## src/rtl/mem_port_arbiter_pkg.sv

```systemverilog
// Shared definitions for the data-RAM port arbiter and the LSU.
package mem_pkg;

    typedef enum logic [1:0] {
        ST_IDLE   = 2'd0,
        ST_ACCESS = 2'd1,
        ST_RESP   = 2'd2
    } state_t;

    localparam logic PORT_I = 1'b0;
    localparam logic PORT_D = 1'b1;

    localparam int unsigned WORD_BYTES = 4;

    // True when a byte address is word aligned and inside a RAM of depth words.
    function automatic logic addr_ok(input logic [31:0] addr, input int unsigned depth);
        logic [31:0] limit;
        limit = 32'(depth * WORD_BYTES);
        return (addr[1:0] == 2'b00) && (addr < limit);
    endfunction

endpackage

```

## src/rtl/mem_port_arbiter.sv

```systemverilog
// Round-robin arbiter sharing one single-ported data RAM between the
// instruction-fetch port and the load/store port. Each granted access is
// registered, drives the RAM for one cycle, then acks with registered data.
module mem_port_arbiter
    import mem_pkg::*;
#(
    parameter int unsigned DEPTH           = 64,
    parameter bit          D_PRIORITY_INIT = 1'b1
) (
    input  logic        clk,
    input  logic        reset,
    input  logic        i_req,
    input  logic [31:0] i_addr,
    output logic        i_ack,
    output logic        i_err,
    output logic [31:0] i_rdata,
    input  logic        d_req,
    input  logic        d_we,
    input  logic [31:0] d_addr,
    input  logic [31:0] d_wdata,
    output logic        d_ack,
    output logic        d_err,
    output logic [31:0] d_rdata,
    output logic        ram_we,
    output logic [31:0] ram_addr,
    output logic [31:0] ram_wdata,
    input  logic [31:0] ram_rdata
);

    state_t      state_reg;
    logic        port_reg;
    logic        we_reg;
    logic        err_reg;
    logic        last_grant_reg;

    logic        grant_valid;
    logic        grant_port;
    logic [31:0] sel_addr;
    logic [31:0] sel_wdata;
    logic        sel_we;
    logic        sel_err;
    logic [31:0] access_rdata;

    // Decide whether a new request is granted this cycle and to which port.
    // In RESP only the port that is not being acked may be considered.
    always_comb begin
        grant_valid = 1'b0;
        grant_port  = PORT_I;
        case (state_reg)
            ST_IDLE: begin
                if (i_req && d_req) begin
                    grant_valid = 1'b1;
                    grant_port  = ~last_grant_reg;
                end else if (d_req) begin
                    grant_valid = 1'b1;
                    grant_port  = PORT_D;
                end else if (i_req) begin
                    grant_valid = 1'b1;
                    grant_port  = PORT_I;
                end
            end
            ST_RESP: begin
                if (port_reg == PORT_I) begin
                    grant_valid = d_req;
                    grant_port  = PORT_D;
                end else begin
                    grant_valid = i_req;
                    grant_port  = PORT_I;
                end
            end
            default: begin
                grant_valid = 1'b0;
                grant_port  = PORT_I;
            end
        endcase
    end

    // Select the winning port's request fields and check its address.
    always_comb begin
        sel_addr  = i_addr;
        sel_wdata = '0;
        sel_we    = 1'b0;
        if (grant_port == PORT_D) begin
            sel_addr  = d_addr;
            sel_wdata = d_wdata;
            sel_we    = d_we;
        end
        sel_err = ~addr_ok(sel_addr, DEPTH);
    end

    // Stores and rejected requests return zero instead of RAM contents.
    assign access_rdata = (we_reg || err_reg) ? '0 : ram_rdata;

    // Arbiter FSM with registered RAM drive and registered responses.
    always_ff @(posedge clk or posedge reset) begin
        if (reset) begin
            state_reg      <= ST_IDLE;
            port_reg       <= PORT_I;
            we_reg         <= 1'b0;
            err_reg        <= 1'b0;
            last_grant_reg <= ~D_PRIORITY_INIT;
            i_ack          <= 1'b0;
            i_err          <= 1'b0;
            i_rdata        <= '0;
            d_ack          <= 1'b0;
            d_err          <= 1'b0;
            d_rdata        <= '0;
            ram_we         <= 1'b0;
            ram_addr       <= '0;
            ram_wdata      <= '0;
        end else begin
            i_ack  <= 1'b0;
            i_err  <= 1'b0;
            d_ack  <= 1'b0;
            d_err  <= 1'b0;
            ram_we <= 1'b0;
            case (state_reg)
                ST_ACCESS: begin
                    if (port_reg == PORT_D) begin
                        d_ack   <= 1'b1;
                        d_err   <= err_reg;
                        d_rdata <= access_rdata;
                    end else begin
                        i_ack   <= 1'b1;
                        i_err   <= err_reg;
                        i_rdata <= access_rdata;
                    end
                    state_reg <= ST_RESP;
                end
                default: begin
                    // IDLE and RESP both accept a new grant; anything else falls to IDLE.
                    if (grant_valid) begin
                        port_reg       <= grant_port;
                        we_reg         <= sel_we;
                        err_reg        <= sel_err;
                        last_grant_reg <= grant_port;
                        ram_addr       <= sel_addr;
                        ram_wdata      <= sel_wdata;
                        ram_we         <= sel_we & ~sel_err;
                        state_reg      <= ST_ACCESS;
                    end else begin
                        state_reg <= ST_IDLE;
                    end
                end
            endcase
        end
    end

endmodule

```

## config.mk

```make
export PLATFORM = sky130hd
export DESIGN_NAME = mem_port_arbiter
export DESIGN_NICKNAME = d
export VERILOG_FILES = /design/src/rtl/mem_port_arbiter_pkg.sv /design/src/rtl/mem_port_arbiter.sv
export SDC_FILE = /design/constraint.sdc
export NUM_CORES = 1
export LEC_CHECK = 0
export ABC_AREA = 0
export CORE_UTILIZATION = 43
export CTS_BUF_LIST = sky130_fd_sc_hd__clkbuf_8
export CTS_CLUSTER_DIAMETER = 150
export CTS_CLUSTER_SIZE = 14
export DETAILED_ROUTE_END_ITERATION = 6
export PLACE_DENSITY = 0.83
export SETUP_SLACK_MARGIN = 0.02
export SYNTH_ARGS = -nofsm -noshare
export SYNTH_HDL_FRONTEND = slang
export SYNTH_SLANG_ARGS = --single-unit
```

## constraint.sdc

```tcl
create_clock -name clk -period 6.2 [get_ports clk]
set_input_delay 1.24 -clock clk [delete_from_list [all_inputs] [get_ports clk]]
set_output_delay 1.24 -clock clk [all_outputs]
set_load 0.05 [all_outputs]
```

==> out/qor.yml, run 1 <==
floorplanning:
  die_x_um: 117.1
  ios: 266
  die-area_mm2: 0.01372
  row_count: 41
  die_h_um: 117.1
  core_mm2: 0.01277
  start_util_pct: 44.62
drt:
  drt-initial-drc-count: 421
  ant_nets: 0
  wl_per_cell_um: 16.64
  wirelength_um: 16860
  vias: 5367
  drt-vias-per-instance: 5.298
  drc: 0
  drt_first_pass_iters: 5
synth:
  postSynthNetCount: 717
  seq_area_frac_synth_pct: 60.59
  synth.avg_cell_area_um2: 9.759
  synthCells: 584
  synthTopCellsByArea: "dfrtp_1, o21ai_0, nand2_1"
  yosys.area.top_type: "dfrtp_1"
  synth_top_area_share_pct: 60.59
  synth-seq-cells: 138
  ys_warn_count: 0
  syn_area_mm2: 0.005699
  ys_types: 24
finish:
  antenna_cells: 0
  drive_gt1_share_pct: 5.113
  layout_commonest_cell: "clkdlybuf4s50_1"
  areaGrowthSynthToFinish_pct: 55.37
  layout_common_cells: "clkdlybuf4s50_1, o21ai_0, dfrtp_1, nand2_1, mux2i_1"
  nets: 961
place:
  hpwl_um: 11990
  gp_congestion: 0.8195
  numPortBuffers: 265
sta:
  setup-violations-final: 0
  fin_crit_sh_pct: 47.76
  maxSlewViolCount: 0
  layout_min_cycle_time_ns: 2.961
  tightest_slew_ns: 1.131
  totalNegativeSetupSlack_ns: 0
  hold_violations: 0
  slew_headroom_pct: 24.58
  finClkSkew_ns: 0.01578
  fmax_ghz: 0.3377
  fin_hold_ws_ns: 0.4796
  rsz0062_at_grt: "false"
clock_network:
  cts_inserted_buffers: 17
  numClockSinks: 138
  post_cts_buffers: 0
  ctsResizeCount: 0
  clk_pin_slew_ns: 0.08
  cts_htree_levels: 4
  clock_latency_ns: 0.42
  clockBufferDepth: 2
  cts_tree: "done"
  root_buffer: "clkbuf_8"
  hold_buffers: 0
global_route:
  grt_max_degree: 92
  overflow: 0
  grt_pass1_wl_um: 25990
  track_usage_pct: 24.77
  antenna_found_initial: 0
  grt_pass1_vias: 5323
worst_hold_path:
  hold_class: "reg2reg"
power_and_ir_drop:
  powerDensity_mw_per_mm2: 635.2
  peakVddDrop_uv: 407.3
  p_leak_nw: 3.784
  power_mw: 5.624
critical_path:
  crit_fanout: 22
  worstSetupPathType: "in2reg"
  start_kind: "primary input"
  cp-end-kind: "flip-flop"
  crit_arrival_ns: 3.27
  crit_required_ns: 6.51
flow_run:
  max_cap_violations: 0
outcome:
  status: "finished clean"
==> critical path: stages <==
cell and delay, ns:
clkdlybuf4s50_1 0.53, o21ai_1 0.22, o211a_1 0.68, buf_4 0.34, nand2_1 0.08, o21ai_0 0.19
==> through the flow <==
stage | setup slack, ns | util (%) | instances | area [um2]
floorplan | 1.264 | - | 584 | 5699
global placement | 2.950 | 65.96 | 981 | 8426
detailed placement | 2.777 | 65.96 | 981 | 8426
CTS | 3.255 | 69.32 | 1013 | 8855
global route | 3.131 | 69.32 | 1013 | 8855
finish | 3.239 | 69.32 | 1013 | 8855
==> cell type report <==
cell class	instances	area, um2
Fill cell	931	3919
Sequential cell	138	3453
Timing Repair Buffer	271	2698
Multi-Input combinational cell	394	2032
Clock buffer	18	247.7
Tap cell	172	215.2
Clock inverter	14	181.4
Inverter	6	27.53
==> logic make-up after synthesis <==
logic type | after synthesis | share of synthesized area, %
AOI/OAI and AO/OA | 203 | 18.07
and+or+nand+nor | 159 | 11.50
DFF | 138 | 60.59
buffers and inverters | 52 | 4.215
muxes | 32 | 5.620
==> final timing paths <==
check | slack (ns) | startpoint | cells after the start | end
worst max-delay path | 3.24 | i_req | 6 | ram_wdata[13]
worst min-delay path | 0.48 | i_rdata[12] | 2 | i_rdata[12]
min in group asynchronous | 1.35 | reset | 2 | d_rdata[28]
worst min register to register | 0.48 | i_rdata[12] | 2 | i_rdata[12]
worst max register to register | 4.03 | last_grant_reg | 4 | ram_wdata[13]
max in group asynchronous | 3.72 | reset | 3 | we_reg
==> cell usage after synthesis <==
library cell  number
nor4_1            12
o31ai_1            1
nand2b_1           2
nor2_1             5
o21ai_1           18
clkbuf_2           8
buf_6              2
buf_2             13
buf_4              1
o21ai_0          181
inv_1              6
or2_1              1
dfrtp_1          138
a21oi_2            1
mux2i_1           32
nor2b_1            1
nor4_2             1
nor3_1             2
o211ai_1           1
nand4_1            2
nand2_1          131
o211a_1            1
clkbuf_1          22
nand3_1            2
==> metal layers <==
metal  routed length [um]  share of wire (%)  vias to the layer above  track usage [%]
li1                     -                  -                     2490                -
met1                 6771                 40                     2570            31.34
met2                 8209                 49                      277            40.71
met3                 1563                9.3                       30            7.570
met4                  310                1.8                        0            8.186
met5                    0                  0                        -                0
==> where the power goes <==
part	internal (mW)	switching (mW)	total [mW]
combinational	1.01	2.27	3.28
clock	0.445	0.338	0.783
sequential	1.32	0.245	1.57
Note: power is estimated with default switching activity, not from simulation.
==> run 2, diff against run 1 <==
--- a/config.mk
+++ b/config.mk
@@ -6,12 +6,12 @@
 export NUM_CORES = 1
 export LEC_CHECK = 0
 export ABC_AREA = 0
-export CORE_UTILIZATION = 43
+export CORE_UTILIZATION = 38
 export CTS_BUF_LIST = sky130_fd_sc_hd__clkbuf_8
 export CTS_CLUSTER_DIAMETER = 150
 export CTS_CLUSTER_SIZE = 14
 export DETAILED_ROUTE_END_ITERATION = 6
-export PLACE_DENSITY = 0.83
+export PLACE_DENSITY = 0.78
 export SETUP_SLACK_MARGIN = 0.02
 export SYNTH_ARGS = -nofsm -noshare
 export SYNTH_HDL_FRONTEND = slang
==> constraint.sdc (replaced) <==
create_clock -name clk -period 2.67 [get_ports clk]
set_input_delay 0.534 -clock clk [delete_from_list [all_inputs] [get_ports clk]]
set_output_delay 0.534 -clock clk [all_outputs]
set_load 0.05 [all_outputs]
==> run 2 against run 1 <==
Via count is 3.4% lower; critical endpoint is now ram_addr[22]; clock skew is 0.0044 ns lower; clock power is 130% higher; global-route usage is 2.6 points lower; die area is 13% higher; core utilization is 7.9 points lower; highest routed layer unchanged; combinational power is 140% higher.
==> out/qor.yml, run 2 (synthesis gave the netlist of run 1 again) <==
power_and_ir_drop:
  p_leak_nw: 3.820  # +0.94%
  p_sw_mw: 6.631  # +130%
  peakVddDrop_uv: 699.5  # +72%
  pwr-share-clk_pct: 13.7  # -0.2 points
  swShare_pct: 50.69  # about the same
  cellInternalPower_mw: 6.451  # +130%
  seqPwrFrac_pct: 27.2  # -0.6 points
  powerDensity_mw_per_mm2: 1459  # +130%
  comb_power_share_pct: 59.1  # +0.8 points
place:
  numPortBuffers: 265  # unchanged
  hpwl_um: 11490  # -4.2%
  dpl_cell_area_mm2: 0.008547  # +1.4%
  gp_congestion: 0.8188  # about the same
sta:
  setup-violations-final: 0  # unchanged
  rsz0062_at_grt: "false"
  hold_violations: 0  # unchanged
  fmax_ghz: 0.4576
  finClkSkew_ns: 0.01135  # -0.004422 ns
  slew_headroom_pct: 56.98  # +32 points
  fin_crit_sh_pct: 81.86
  tightest_slew_ns: 0.6454  # -0.4859 ns
  maxSlewViolCount: 0  # unchanged
  totalNegativeSetupSlack_ns: 0  # unchanged
  layout_min_cycle_time_ns: 2.186
finish:
  layout_commonest_cell: "clkdlybuf4s50_1"
  design_area_mm2: 0.008965  # +1.2%
  multi_input_area_mm2: 0.002032  # unchanged
  antenna_cells: 0  # unchanged
  drive_gt1_share_pct: 6.021  # +0.91 points
  fillerInstances: 1227  # +32%
  areaGrowthSynthToFinish_pct: 57.30
  nets: 967  # +0.62%
  regArea_mm2: 0.003453  # unchanged
  layout_common_cells: "clkdlybuf4s50_1, o21ai_0, dfrtp_1, nand2_1, mux2i_1"
critical_path:
  worstSetupPathType: "reg2out"
  crit_required_ns: 2.14  # -4.37 ns
  cp-end-kind: "output port"
  slowest_delay_ns: 0.85  # +0.17 ns
  crit_chain: "clkdlybuf4s50_1"
  path_delay_family: "buffers and inverters"
  worst-path-buf-inv: 1  # -1
  crit_slowest_cell: "clkdlybuf4s50_1"
  crit_fanout: 2  # -91%
  start_kind: "flip-flop"
  crit_arrival_ns: 1.65  # -1.62 ns
floorplanning:
  start_util_pct: 39.07  # -5.6 points
  die_h_um: 124.5  # +6.3%
  die-area_mm2: 0.01549  # +13%
  row_count: 44  # +7.3%
  die_x_um: 124.5  # +6.3%
  ios: 266  # unchanged
  core_mm2: 0.01459  # +14%
drt:
  drt_first_pass_iters: 5  # unchanged
  drc: 0  # unchanged
  vias: 5183  # -3.4%
  wl_per_cell_um: 16.08  # -3.4%
  drt-vias-per-instance: 5.027  # -5.1%
  drt-initial-drc-count: 323  # -23%
  wirelength_um: 16580  # -1.6%
  ant_nets: 0  # unchanged
clock_network:
  cts_inserted_buffers: 17  # unchanged
  clock_latency_ns: 0.44  # +0.02 ns
  clockBufferDepth: 2  # unchanged
  cts_tree: "done"
  hold_buffers: 0  # unchanged
  numClockSinks: 138  # unchanged
  root_buffer: "clkbuf_8"
  clk_pin_slew_ns: 0.08  # about the same
  cts_htree_levels: 4  # unchanged
  ctsResizeCount: 0  # unchanged
  post_cts_buffers: 0  # unchanged
global_route:
  grt_pass1_wl_um: 27170  # +4.5%
  track_usage_pct: 22.17  # -2.6 points
  grt_pass1_vias: 5251  # -1.4%
  overflow: 0  # unchanged
  grt_max_degree: 75  # -18%
  antenna_found_initial: 0  # unchanged
flow_run:
  max_cap_violations: 0  # unchanged
outcome:
  status: "finished clean"
worst_hold_path:
  hold_class: "reg2reg"
run 2: cell types whose count changed in the layout (fill, tap and decap cells not counted):
cell        change
buf_12          +5
inv_1           -2
inv_6           +2
buf_4           +1
bufinv_16       -1
clkinvlp_4      +1
run 2: power groups by stage:
stage,Combinational (mW),Clock [mW],Sequential (mW)
final,7.73,1.79,3.56
after detailed placement,7.78,0,3.59
after global routing,8.18,1.93,3.69
after floorplan,1.75,0,6.84
after CTS,7.79,1.83,3.57
after global placement,7.70,0,3.56
run 2: metrics by stage:
stage	utilization [%]	std cells	power [mW]	setup slack [ns]	hold slack (ns)
floorplan	-	584	8.589	0.4149	0.4750
global placement	58.58	999	11.27	0.3832	0.4594
detailed placement	58.58	999	11.37	0.2798	0.4689
CTS	61.45	1031	13.18	0.4571	0.4859
global route	61.45	1031	13.80	0.4148	0.5056
finish	61.45	1031	13.08	0.4845	0.4781
run 2: worst paths after layout:
kind	endpoint	slack [ns]	start	cells past startpoint
max	ram_addr[22]	0.48	ram_addr[22]	1
min	i_rdata[30]	0.48	i_rdata[30]	2
max reg2reg	ram_wdata[13]	0.82	last_grant_reg	5
min reg2reg	i_rdata[30]	0.48	i_rdata[30]	2
max in group asynchronous	i_rdata[21]	1.74	reset	3
min in group asynchronous	ram_wdata[25]	0.58	reset	3
run 2: routing by layer:
metal / wire (um) / part of all wire (%) / track usage [%]
met4: 410 / 2.5 / 9.072
met5: 0 / 0 / 0
met1: 6929 / 42 / 27.52
met3: 1487 / 9.0 / 8.634
met2: 7751 / 47 / 34.48
run 2: area by class of cell:
type                       count  share of cell area, %
clock inverter                14                  1.898
inverter                       6                 0.2931
sequential                   138                  38.52
clock buffer                  18                  2.763
tap                          184                  2.568
multi-input combinational    394                  22.67
timing repair buffer         277                  31.29
run 2: worst min-delay path, delay by kind of cell, from the launching register on:
| kind | cells | cell delay [ns] |
|---|---|---|
| DFF | 1 | 0.34 |
| and+or+nand+nor | 1 | 0.05 |
| AOI/OAI and AO/OA | 1 | 0.06 |
